## src/rtl/circuito_decodificador_sequencial_pkg.sv

```systemverilog
// Shared line/code definitions for the seven-line encoder/decoder pair.
// Keeping the mapping here means both ends agree on which bit is which line.
package circuito_decodificador_sequencial_pkg;

    localparam int NUM_LINES = 7;
    localparam int CODE_W    = 3;

    // FSM state encoding shared by the encoder/decoder blocks
    typedef logic [1:0] state_t;
    localparam state_t ST_IDLE = 2'd0;
    localparam state_t ST_HOLD = 2'd1;
    localparam state_t ST_GAP  = 2'd2;

    // Code n (1..7) maps to line bit n-1; code 0 selects no line.
    function automatic logic [NUM_LINES-1:0] onehot(input logic [CODE_W-1:0] code);
        logic [NUM_LINES-1:0] result;
        result = '0;
        for (int i = 0; i < NUM_LINES; i++) begin
            if (code == CODE_W'(i + 1)) begin
                result[i] = 1'b1;
            end
        end
        return result;
    endfunction

endpackage

```

## src/rtl/circuito_decodificador_sequencial.sv

```systemverilog
// Registered 3-to-7 decoder: restores one of seven lines (A..G) from a binary
// code, holds it for HOLD_CYCLES, then keeps all lines low for GAP_CYCLES.
//
// Handshake: a code transfers on a rising edge where code_valid_i and
// code_ready_o are both high. code_ready_o depends only on the state register
// (high in IDLE), never on code_valid_i. While busy, code_valid_i is ignored
// and the source is expected to hold its code until ready returns.
module circuito_decodificador_sequencial
    import circuito_decodificador_sequencial_pkg::*;
#(
    parameter int HOLD_CYCLES = 4,
    parameter int GAP_CYCLES  = 1
) (
    input  logic                 clk,
    input  logic                 rst_n,
    input  logic [CODE_W-1:0]    code_i,
    input  logic                 code_valid_i,
    output logic                 code_ready_o,
    output logic [NUM_LINES-1:0] line_o,
    output logic                 busy_o,
    output logic                 err_o
);

    // One counter serves both the hold and gap phases, so it is sized for the
    // longer of the two (and at least one bit).
    localparam int MAX_CNT = (HOLD_CYCLES > GAP_CYCLES)
                           ? ((HOLD_CYCLES > 2) ? HOLD_CYCLES : 2)
                           : ((GAP_CYCLES  > 2) ? GAP_CYCLES  : 2);
    localparam int CNT_W   = $clog2(MAX_CNT);

    localparam logic [CNT_W-1:0] HOLD_LOAD = CNT_W'(HOLD_CYCLES - 1);
    localparam logic [CNT_W-1:0] GAP_LOAD  = (GAP_CYCLES == 0) ? '0 : CNT_W'(GAP_CYCLES - 1);

    state_t           state;
    logic [CNT_W-1:0] cnt;

    // Ready and busy come straight from the state register: no input-to-output path.
    assign code_ready_o = (state == ST_IDLE);
    assign busy_o       = (state != ST_IDLE);

    // FSM, phase counter and registered outputs; reset clears everything at once.
    always_ff @(posedge clk or negedge rst_n) begin
        if (!rst_n) begin
            state  <= ST_IDLE;
            cnt    <= '0;
            line_o <= '0;
            err_o  <= 1'b0;
        end else begin
            err_o <= 1'b0;
            case (state)
                ST_IDLE: begin
                    if (code_valid_i) begin
                        if (code_i != '0) begin
                            line_o <= onehot(code_i);
                            cnt    <= HOLD_LOAD;
                            state  <= ST_HOLD;
                        end else begin
                            // Code 0 has no line: flag it and stay ready.
                            err_o <= 1'b1;
                        end
                    end
                end
                ST_HOLD: begin
                    if (cnt != '0) begin
                        cnt <= cnt - 1'b1;
                    end else begin
                        line_o <= '0;
                        if (GAP_CYCLES == 0) begin
                            state <= ST_IDLE;
                        end else begin
                            cnt   <= GAP_LOAD;
                            state <= ST_GAP;
                        end
                    end
                end
                ST_GAP: begin
                    if (cnt != '0) begin
                        cnt <= cnt - 1'b1;
                    end else begin
                        state <= ST_IDLE;
                    end
                end
                default: begin
                    state  <= ST_IDLE;
                    cnt    <= '0;
                    line_o <= '0;
                end
            endcase
        end
    end

endmodule

```

## config.mk

```make
export PLATFORM = sky130hd
export DESIGN_NAME = circuito_decodificador_sequencial
export DESIGN_NICKNAME = d
export VERILOG_FILES = /design/src/rtl/circuito_decodificador_sequencial_pkg.sv /design/src/rtl/circuito_decodificador_sequencial.sv
export SDC_FILE = /design/constraint.sdc
export NUM_CORES = 1
export LEC_CHECK = 0
export CAP_MARGIN = 20
export CORE_MARGIN = 2
export CORE_UTILIZATION = 47
export DETAILED_ROUTE_END_ITERATION = 6
export GPL_ROUTABILITY_DRIVEN = 0
export PLACE_DENSITY = 0.86
export SLEW_MARGIN = 20
export SYNTH_ARGS = -nofsm -noshare
export SYNTH_HDL_FRONTEND = slang
export SYNTH_SLANG_ARGS = --single-unit
export TNS_END_PERCENT = 1
```

## constraint.sdc

```tcl
create_clock -name clk -period 1.91 [get_ports clk]
set_input_delay 0.2865 -clock clk [delete_from_list [all_inputs] [get_ports clk]]
set_output_delay 0.2865 -clock clk [all_outputs]
set_load 0.005 [all_outputs]
```

* After elaboration in Yosys (flattened, before gate mapping)
Cells that the tools add are included.
** Cells by class
- Add/sub/neg operators :: 1
- Equality and inequality tests :: 14
- Bitwise gates (word level) :: 1
- Reductions and logical operators :: 7
- Mux-type cells :: 24
** Operators with widths (number)
- two-way mux 7 bit :: 3
- case mux 7 bit (3 select lines) :: 1
- two-way mux 2 bit :: 8
- equality test 3 bit (second input constant) :: 4
- case mux 2 bit (3 select lines) :: 2
- two-way mux 1 bit :: 10
- != test 2 bit (second input constant) :: 4
- AND reduction 4 bit :: 2
- equality test 3 x 2 -> 1 bit (second input constant) :: 2
- nonzero test 2 bit :: 2
- equality test 3 x 1 -> 1 bit (second input constant) :: 1
- AND reduction 3 bit :: 1
- nonzero test 3 bit :: 1
- equality test 2 x 1 -> 1 bit (second input constant) :: 1
- equality test 2 bit (second input constant) :: 1
- logical NOT 2 bit :: 1
- != test 2 x 1 -> 1 bit (second input constant) :: 1
- subtractor 2 x 1 -> 2 bit (second input constant) :: 1
- NOT 1 bit :: 1
** Word-level totals
- Word-level logic and storage cells :: 51
- Output and inout port bits :: 10
- Bits in registers :: 12

* Logic depth before layout (Yosys ltp)
Gate-level depths: netlist (run 1).
- Depth after elaboration :: 5
- Mapped depth :: 5

* Least setup slack after synthesis (run 1)
No wires, ideal clock.
- Kind :: register to register
- Start point :: reg cnt[0]
- End point :: reg line_o[1]
- Library setup time :: 79 ps
- Required time :: 1831 ps
- Stages on the path, launching flop included :: 6
- Setup slack :: 515 ps
- Period minus slack after synthesis :: 1395 ps
- Arrival :: 1316 ps
- Cell sequence :: dfrtp_1 -> inv_1 -> ha_1 -> and3b_1 -> a21oi_4 -> mux2i_1
** On the way
- Longest elaborated chain between the ends :: 3
** RTL lines
- start: declaration :: RTL line circuito_decodificador_sequencial.sv:35 : logic [CNT_W-1:0] cnt;
- start signal: assignment :: RTL line circuito_decodificador_sequencial.sv:65 : cnt <= cnt - 1'b1;
- start signal: assignment :: RTL line circuito_decodificador_sequencial.sv:78 : cnt <= cnt - 1'b1;
- nonzero test 2 bit :: RTL line circuito_decodificador_sequencial.sv:64 : if (cnt != '0) begin
- != test 2 bit (no source line)
- AND reduction 4 bit (no source line)
- end signal: assignment :: RTL line circuito_decodificador_sequencial.sv:54 : line_o <= onehot(code_i);
- end: declaration :: RTL line circuito_decodificador_sequencial.sv:19 : output logic [NUM_LINES-1:0] line_o,
Every way passes these cells.
A chain may end at the register's enable or synchronous reset.

* Worst setup path after layout (run 1)
- Start point :: reg state[1]
- End point :: out code_ready_o
** On the way
- Longest elaborated chain between the ends :: 1
** RTL lines
- start: declaration :: RTL line circuito_decodificador_sequencial.sv:34 : state_t state;
- start signal: assignment :: RTL line circuito_decodificador_sequencial.sv:44 : state <= ST_IDLE;
- start signal: assignment :: RTL line circuito_decodificador_sequencial.sv:56 : state <= ST_HOLD;
- start signal: assignment :: RTL line circuito_decodificador_sequencial.sv:69 : state <= ST_IDLE;
- logical NOT 2 bit :: RTL line circuito_decodificador_sequencial.sv:38 : assign code_ready_o = (state == ST_IDLE);
- end: declaration :: RTL line circuito_decodificador_sequencial.sv:18 : output logic code_ready_o,
Every way passes these cells.

==> results of run 1 <==
==> synth_stat cells, types with 2 or more instances <==
| library cell | number |
|---|---|
| dfrtp_1 | 12 |
| nand2_1 | 11 |
| mux2i_1 | 6 |
| inv_1 | 5 |
| nor2_1 | 4 |
| a2bb2oi_1 | 3 |
| ha_1 | 3 |
| nand2b_1 | 3 |
| a21oi_1 | 2 |
| clkbuf_1 | 2 |
| nand3_1 | 2 |
| nor2b_1 | 2 |
| o21ai_0 | 2 |
==> flip-flops by register name, indices dropped and copies added, names as in the netlist <==
name	flops
err_o	1
line_o	7
state	2
cnt	2
==> worst max-delay path, delay by kind of cell (launching register included) <==
family / cells / cell delay, ns
buffers and inverters: 1 / 0.51
DFF: 1 / 0.40
and+or+nand+nor: 1 / 0.14
==> worst paths after layout <==
| check | end |
|---|---|
| worst max register to register | line_o[1] |
| max in group asynchronous | cnt[1] |
| worst min-delay path | line_o[0] |
| min in group clk | line_o[1] |
| worst min register to register | line_o[1] |
| worst max-delay path | code_ready_o |
==> layout make-up <==
| cell class | count | area [sq um] | share of cell area |
|---|---|---|---|
| multi-input cells | 51 | 347 | 0.378 |
| flip-flops and latches | 12 | 300 | 0.328 |
| clock buffers | 4 | 36.3 | 0.0396 |
| well taps | 15 | 18.8 | 0.0205 |
| repair buffers | 21 | 195 | 0.213 |
| inverters | 5 | 18.8 | 0.0205 |
==> power by group through the flow <==
stage	clock network, mW	registers [mW]	logic, mW
after floorplan	0	0.422	0.419
after global placement	0	0.412	0.708
after detailed placement	0	0.421	0.729
after CTS	0.211	0.415	0.736
after global routing	0.222	0.426	0.818
final	0.207	0.414	0.731
==> cells by family (layout without fill, tap and decap cells) <==
group | after synthesis | after routing | share of synthesized area
buffers and inverters | 7 | 30 | 0.0390
DFF | 12 | 12 | 0.446
muxes | 6 | 6 | 0.0892
adders and majority gates | 3 | 3 | 0.0558
and+or+nand+nor | 28 | 28 | 0.204
AOI/OAI and AO/OA | 13 | 13 | 0.152
xor gates and xnor gates | 1 | 1 | 0.0130
==> through the flow <==
step	setup slack [ns]	area, sq um	total power [mW]	instances	util
2_1_floorplan	0.515	673	0.840	70	-
3_3_place_gp	0.254	880	1.12	104	0.668
3_5_place_dp	0.237	880	1.15	104	0.668
4_1_cts	0.273	916	1.36	108	0.695
5_1_grt	0.211	916	1.47	108	0.695
6_report	0.297	916	1.35	108	0.695
==> layout by cell type (no fill, tap or decap), drive strengths merged, types with 2 or more instances in the layout <==
cell,n
nand3,2
ha,3
nor2,5
nand2b,3
clkdlybuf4s50,15
nor2b,2
dfrtp,12
inv,5
mux2i,6
o21ai,2
a2bb2oi,3
clkbuf,4
a21oi,3
buf,6
nand2,11
==> metal layers <==
metal / global-route usage / vias to the layer above / share of wire
met4: 0.0968 / 0 / 0
met1: 0.246 / 279 / 0.46
li1: - / 288 / -
met5: 0 / - / 0
met2: 0.291 / 14 / 0.49
met3: 0.0304 / 0 / 0.050
==> results, run 1 <==
- The run finished with clean final reports.
- The violation count after the first detailed-route iteration is 11.
- By area the synthesized netlist is led by dfrtp_1 45%, mux2i_1 8.9%, nand2_1 6.1%, ha_1 5.6%, a2bb2oi_1 3.9%.
- The cell sitting at the root of the clock tree is a clkbuf_4.
- The first-pass GRT wire length is 2500 um.
- Counting every net in the synthesized netlist gives 79.
- The clock net sink count is 12.
- The via count is 581.
- The number of buffers inserted by hold repair at cts is 0.
- The async set-reset flop share out of synthesis is 1.00.
- Of the total power, the share spent switching nets is 0.366.
- Yosys printed 0 warnings.
- Setup violations remaining at the end of the flow were counted as 0.
- The number of maximum-capacitance constraint violations is 0.
- The number of nets with antenna violations after detailed routing is 0.
- The power spent charging and discharging nets is 495 uW.
- The top cell type's share of synthesized area is 0.446.
- At the later pin of the worst-skew pair, clock insertion delay measures 0.27 ns.
- In this run the number of H-tree levels came out at 1.
- The clock transition at the registers of the reported paths is 0.08 ns.
- The floorplan has 13 rows.
- STA puts the critical path data arrival time at 1.33 ns.
- The growth of design area from synthesis to finish is 36.1%.
- The predominant post-synthesis flop cell is dfrtp_1.
- The cell type of the slowest stage on the worst timing path is clkdlybuf4s50_1.
- The worst register-to-register path has a depth of 5.
- The I/O pin count is 16.
- The largest net degree at the start of global routing is 15.
- The share of final-layout standard cells stronger than drive strength 1 is 0.140.
- The highest fanout seen on the critical path is 3.
- The type of the worst setup path is reg2out.
- The post-route clock period utilization is 0.845.
- The netlist uses 26 different library cells.
- The total global routing overflow is 0.
- The count of flip-flops with a built-in enable after synthesis is 0.
- The die boundary height is 41.8 um.
- The number of clock buffers inserted by TritonCTS is 3.
- Setup repair after global routing left no endpoint under its margin.
- After detailed routing, the total wire length is 1430 um.
- The worst setup path is launched from a flip-flop.
- After detailed routing, the average wire length per cell comes to 13.2 um.
- The sequential fraction of design power is 0.306.
- The clock share of power is 0.153.
- The number of iterations in the first detailed-routing pass is 4.
- The post-CTS resize count is 0.
- The share of total power dissipated in combinational logic is 0.541.
- The delay of the slowest cell on the worst path is 0.51 ns.
- The cell area after synthesis is 673 sq um.
- The TritonCTS clock tree is built.
- The part of the Yosys area used for sequential elements is 0.446.
- In this run the static leakage power is 0.439 nW.
- The area of the die is 0.00175 sq mm.
- The power per unit of standard cell area is 1480 mW/mm^2.
- The initial antenna violation count is 0.
- The timing-limited maximum frequency is 0.620 GHz.
- The final-layout setup total negative slack is 0 ns.
- In this run the horizontal extent of the chip is 41.8 um.
- The worst path in the final design needs a cycle of 1.61 ns, including I/O delays and setup.
- The average via count per standard cell is 5.38.
- The number of global-route vias before repair is 573.
- The synthesized design contains 12 register bits.
- The startpoint of the worst register-to-register path is cnt[0].
- The final-report hold violation count was 0.
- The layout filler cell count is 105.
- Internal power comes to 857 uW.
- The HPWL reported at the end of detailed placement is 1070 um.
- The endpoint kind of the worst setup timing path is an output port.
- The count of final max-slew check failures is 0.
- The average cell area after synthesis is 9.62 sq um.
- The worst supply voltage drop on vdd is 0.000904 V.
- No sink is reached through more buffers than the 2 on the longest clock path.
- Of all cell types, the one taking the most synthesized area is dfrtp_1.
- Synthesis handed over a netlist of 70 instances.
- Measured against its own limit, the worst slew margin works out to 0.637.
- The data required time at the worst endpoint is 1.62 ns.
- The core region is 0.00132 sq mm.
- For flop-to-flop paths, the worst setup slack is 0.32 ns.
- The tightest hold path in the finished design has a slack of 0.360 ns.
- On the final layout, the worst clock skew is 0.00405 ns.
- In this run the worst setup path begins at state[1].
- The global-route usage over all layers is 0.186.
- The post-route DRC violation count is 0.
- The kind of path behind the tightest hold check is in2async.
- The initial core utilization is 0.511.
- The number of antenna cells inserted is 0.
- The count of buffers from port buffering is 15.
- The critical path goes through nor2_2, clkdlybuf4s50_1.
- The post-CTS setup-driven buffer insertion count is 0.
- In the final design database the tool counted 103 nets.
- The slew at the pin with the worst max-slew slack is 0.543 ns.
Note: power is estimated with default switching activity, not from simulation.
==> run 2: changes to the inputs <==
==> constraint.sdc (replaced) <==
create_clock -name clk -period 1.5 [get_ports clk]
set_input_delay 0.225 -clock clk [delete_from_list [all_inputs] [get_ports clk]]
set_output_delay 0.225 -clock clk [all_outputs]
set_load 0.005 [all_outputs]
==> results, run 2 (same netlist as run 1, synthesis figures left out) <==
- The number of iterations in the first detailed-routing pass was 4 (unchanged).
- The chip width is 41.8 um (unchanged).
- Dividing the final minimum period by the clock period gives 0.960.
- The kind of path behind the tightest hold check is in2async (unchanged).
- The number of maximum-capacitance constraint violations is 0 (unchanged).
- The violation count after the first detailed-route iteration was 3 (was 11).
- The count of buffers from port buffering was 15 (unchanged).
- RSZ-0062 raised after global routing: true (was false).
- The number of global-route vias before repair is 635 (was 573).
- The count of final max-slew check failures is 0 (unchanged).
- The final net count is 107 (was 103).
- The slack of the critical path is 0.0602 ns (was 0.297 ns).
- CP cell instances: inv_1, ha_1, and3b_1, a21oi_4, mux2i_1 (was nor2_2, clkdlybuf4s50_1).
- The number of buffers and inverters on the critical path is 1 (unchanged).
- The I/O pin count came to 16 (unchanged).
- The post-route DRC violation count came to 0 (unchanged).
- Most frequent cells in the layout: 13 x clkdlybuf4s50_1, 12 x dfrtp_1, 11 x nand2_1, 10 x buf_4, 6 x mux2i_1 (was 15 x clkdlybuf4s50_1, 12 x dfrtp_1, 11 x nand2_1, 6 x mux2i_1, 6 x buf_4).
- The highest fanout seen on the critical path is 5 (was 3).
- The type of the worst setup path is reg2reg (was reg2out).
- The HPWL reported at the end of detailed placement was 1160 um (was 1070 um).
- The number of antenna cells inserted is 0 (unchanged).
- The detailed-route wire length came to 1590 um (was 1430 um).
- The total global routing overflow came to 0 (unchanged).
- The worst slew margin relative to its limit is 0.621 (was 0.637).
- The largest net degree at the start of global routing is 13 (was 15).
- The global-route usage over all layers was 0.218 (was 0.186).
- The growth of design area from synthesis to finish came to 40.7% (was 36.1%).
- The die boundary height is 41.8 um (unchanged).
- The cell type of the slowest stage on the worst timing path is dfrtp_1 (was clkdlybuf4s50_1).
- The final-report hold violation count is 0 (unchanged).
- The average detailed-routed wire length per instance is 14.2 um (was 13.2 um).
- The final number of setup-violating endpoints is 0 (unchanged).
- The number of H-tree levels is 1 (unchanged).
- The number of buffers inserted by hold repair at cts was 0 (unchanged).
- The most common cell after layout, fill and taps aside was clkdlybuf4s50_1 (unchanged).
- The minimum hold slack is 0.297 ns (was 0.360 ns).
- The worst clock skew is 0.00798 ns (was 0.00405 ns).
- The post-CTS setup-driven buffer insertion count is 0 (unchanged).
- The pre-CTS setup slack is -0.112 ns (was 0.237 ns).
- The data required time at the worst endpoint was 1.70 ns (was 1.62 ns).
- The average via count per standard cell is 5.40 (was 5.38).
- The buffer depth of the longest clock path is 2 (unchanged).
- The delay of the slowest cell on the worst path is 0.40 ns (was 0.51 ns).
- The family of cells with the greatest summed delay on the critical path is flip-flops (was buffers and inverters).
- The standby leakage power is 0.468 nW (was 0.439 nW).
- Based on the critical path, the design can be clocked at up to 0.695 GHz.
- The cell at the root of the clock tree is clkbuf_4 (unchanged).
- The clock net sink count was 12 (unchanged).
- The first-pass GRT wire length is 2870 um (was 2500 um).
- The clock transition at the registers of the reported paths is 0.09 ns (was 0.08 ns).
- The area of the die came to 0.00175 sq mm (unchanged).
- Largest registers in the final layout: line_o: 7 flops, cnt: 2 flops, state: 2 flops (unchanged).
- The power per unit of standard cell area is 1860 mW/mm^2 (was 1480 mW/mm^2).
- The TritonCTS clock tree is built (unchanged).
- The flip-flop count of the largest register, all copies and words added came to 7 (unchanged).
- The worst path needs 1.44 ns of the cycle, external delays included.
- The worst supply voltage drop on vdd is 0.00108 V (was 0.000904 V).
- The endpoint kind of the worst setup timing path is a flip-flop (was output port).
- The slew at the pin with the worst max-slew slack is 0.567 ns (was 0.543 ns).
- The area of the core is 0.00132 sq mm (unchanged).
- The clock latency of the later-clocked register in the worst-skew pair is 0.28 ns (was 0.27 ns).
- The post-layout instance count excluding filler cells is 112 (was 108).
- The initial antenna violation count is 0 (unchanged).
- The register with the highest flop count is line_o (unchanged).
- The number of nets with antenna violations after detailed routing is 0 (unchanged).
- The share of final-layout standard cells stronger than drive strength 1 is 0.175 (was 0.140).
- The number of clock buffers inserted by TritonCTS is 3 (unchanged).
- The layout filler cell count was 106 (was 105).
- The initial core utilization came to 0.511 (unchanged).
- The critical path startpoint category was a flip-flop (unchanged).
- The row count is 13 (unchanged).
- Result of the run: completed (unchanged).
- The reg-to-reg setup timing slack came to 0.06 ns (was 0.32 ns).
- The via count is 605 (was 581).
- The post-placement cell count is 108 (was 104).
- The arrival time reported for the critical path endpoint is 1.64 ns (was 1.33 ns).
run 2: cell types whose count changed in the layout (fill, tap and decap cells not counted):
cell	delta
buf_4	+4
clkdlybuf4s50_1	-2
dlygate4sd2_1	+1
dlymetal6s2s_1	+1
run 2: repair_timing:
action                                 in CTS  in global routing
pin swaps                                   0                  1
gates resized for setup                     1                  1
endpoints found under the hold margin       0                  0
setup endpoints to repair                   2                  3
gates cloned                                0                  0
run 2: layout make-up:
| class | instances | area, sq um | area share |
|---|---|---|---|
| timing repair buffer | 25 | 226 | 0.239 |
| inverter | 5 | 18.8 | 0.0198 |
| sequential | 12 | 300 | 0.317 |
| clock buffer | 4 | 36.3 | 0.0383 |
| tap | 15 | 18.8 | 0.0198 |
| multi-input combinational | 51 | 347 | 0.366 |
run 2: where the power goes:
group	internal, mW	switching, mW
Clock	0.148	0.124
Sequential	0.445	0.0839
Combinational	0.512	0.449
run 2: per-layer routing:
metal / up-vias / wire [um] / track usage
met4: 0 / 46 / 0.135
li1: 294 / - / -
met5: - / 0 / 0
met3: 6 / 72 / 0.0304
met2: 18 / 807 / 0.344
met1: 287 / 662 / 0.278
run 2: final timing paths:
kind                                start   endpoint  cells after the start
worst max-delay path               cnt[1]  line_o[4]                      5
worst min register to register  line_o[1]  line_o[1]                      2
min in group clk                line_o[1]  line_o[1]                      2
max in group asynchronous           rst_n  line_o[6]                      1
worst max register to register     cnt[1]  line_o[4]                      5
worst min-delay path                rst_n  line_o[4]                      1
run 2: worst register-to-register path, stage by stage, from the launching register on:
cell	delay [ns]
dfrtp_1	0.40
inv_1	0.06
ha_1	0.19
and3b_1	0.23
a21oi_4	0.24
mux2i_1	0.25
run 2: metrics by stage:
| step | utilization | setup TNS [ns] | cell area [sq um] | power, mW |
|---|---|---|---|---|
| after floorplan | - | 0 | 673 | 1.07 |
| final | 0.719 | 0 | 947 | 1.76 |
| after global placement | 0.690 | -0.175 | 910 | 1.45 |
| after detailed placement | 0.690 | -0.427 | 910 | 1.51 |
| after CTS | 0.717 | -0.0387 | 945 | 1.78 |
| after global routing | 0.719 | -0.0287 | 947 | 1.91 |
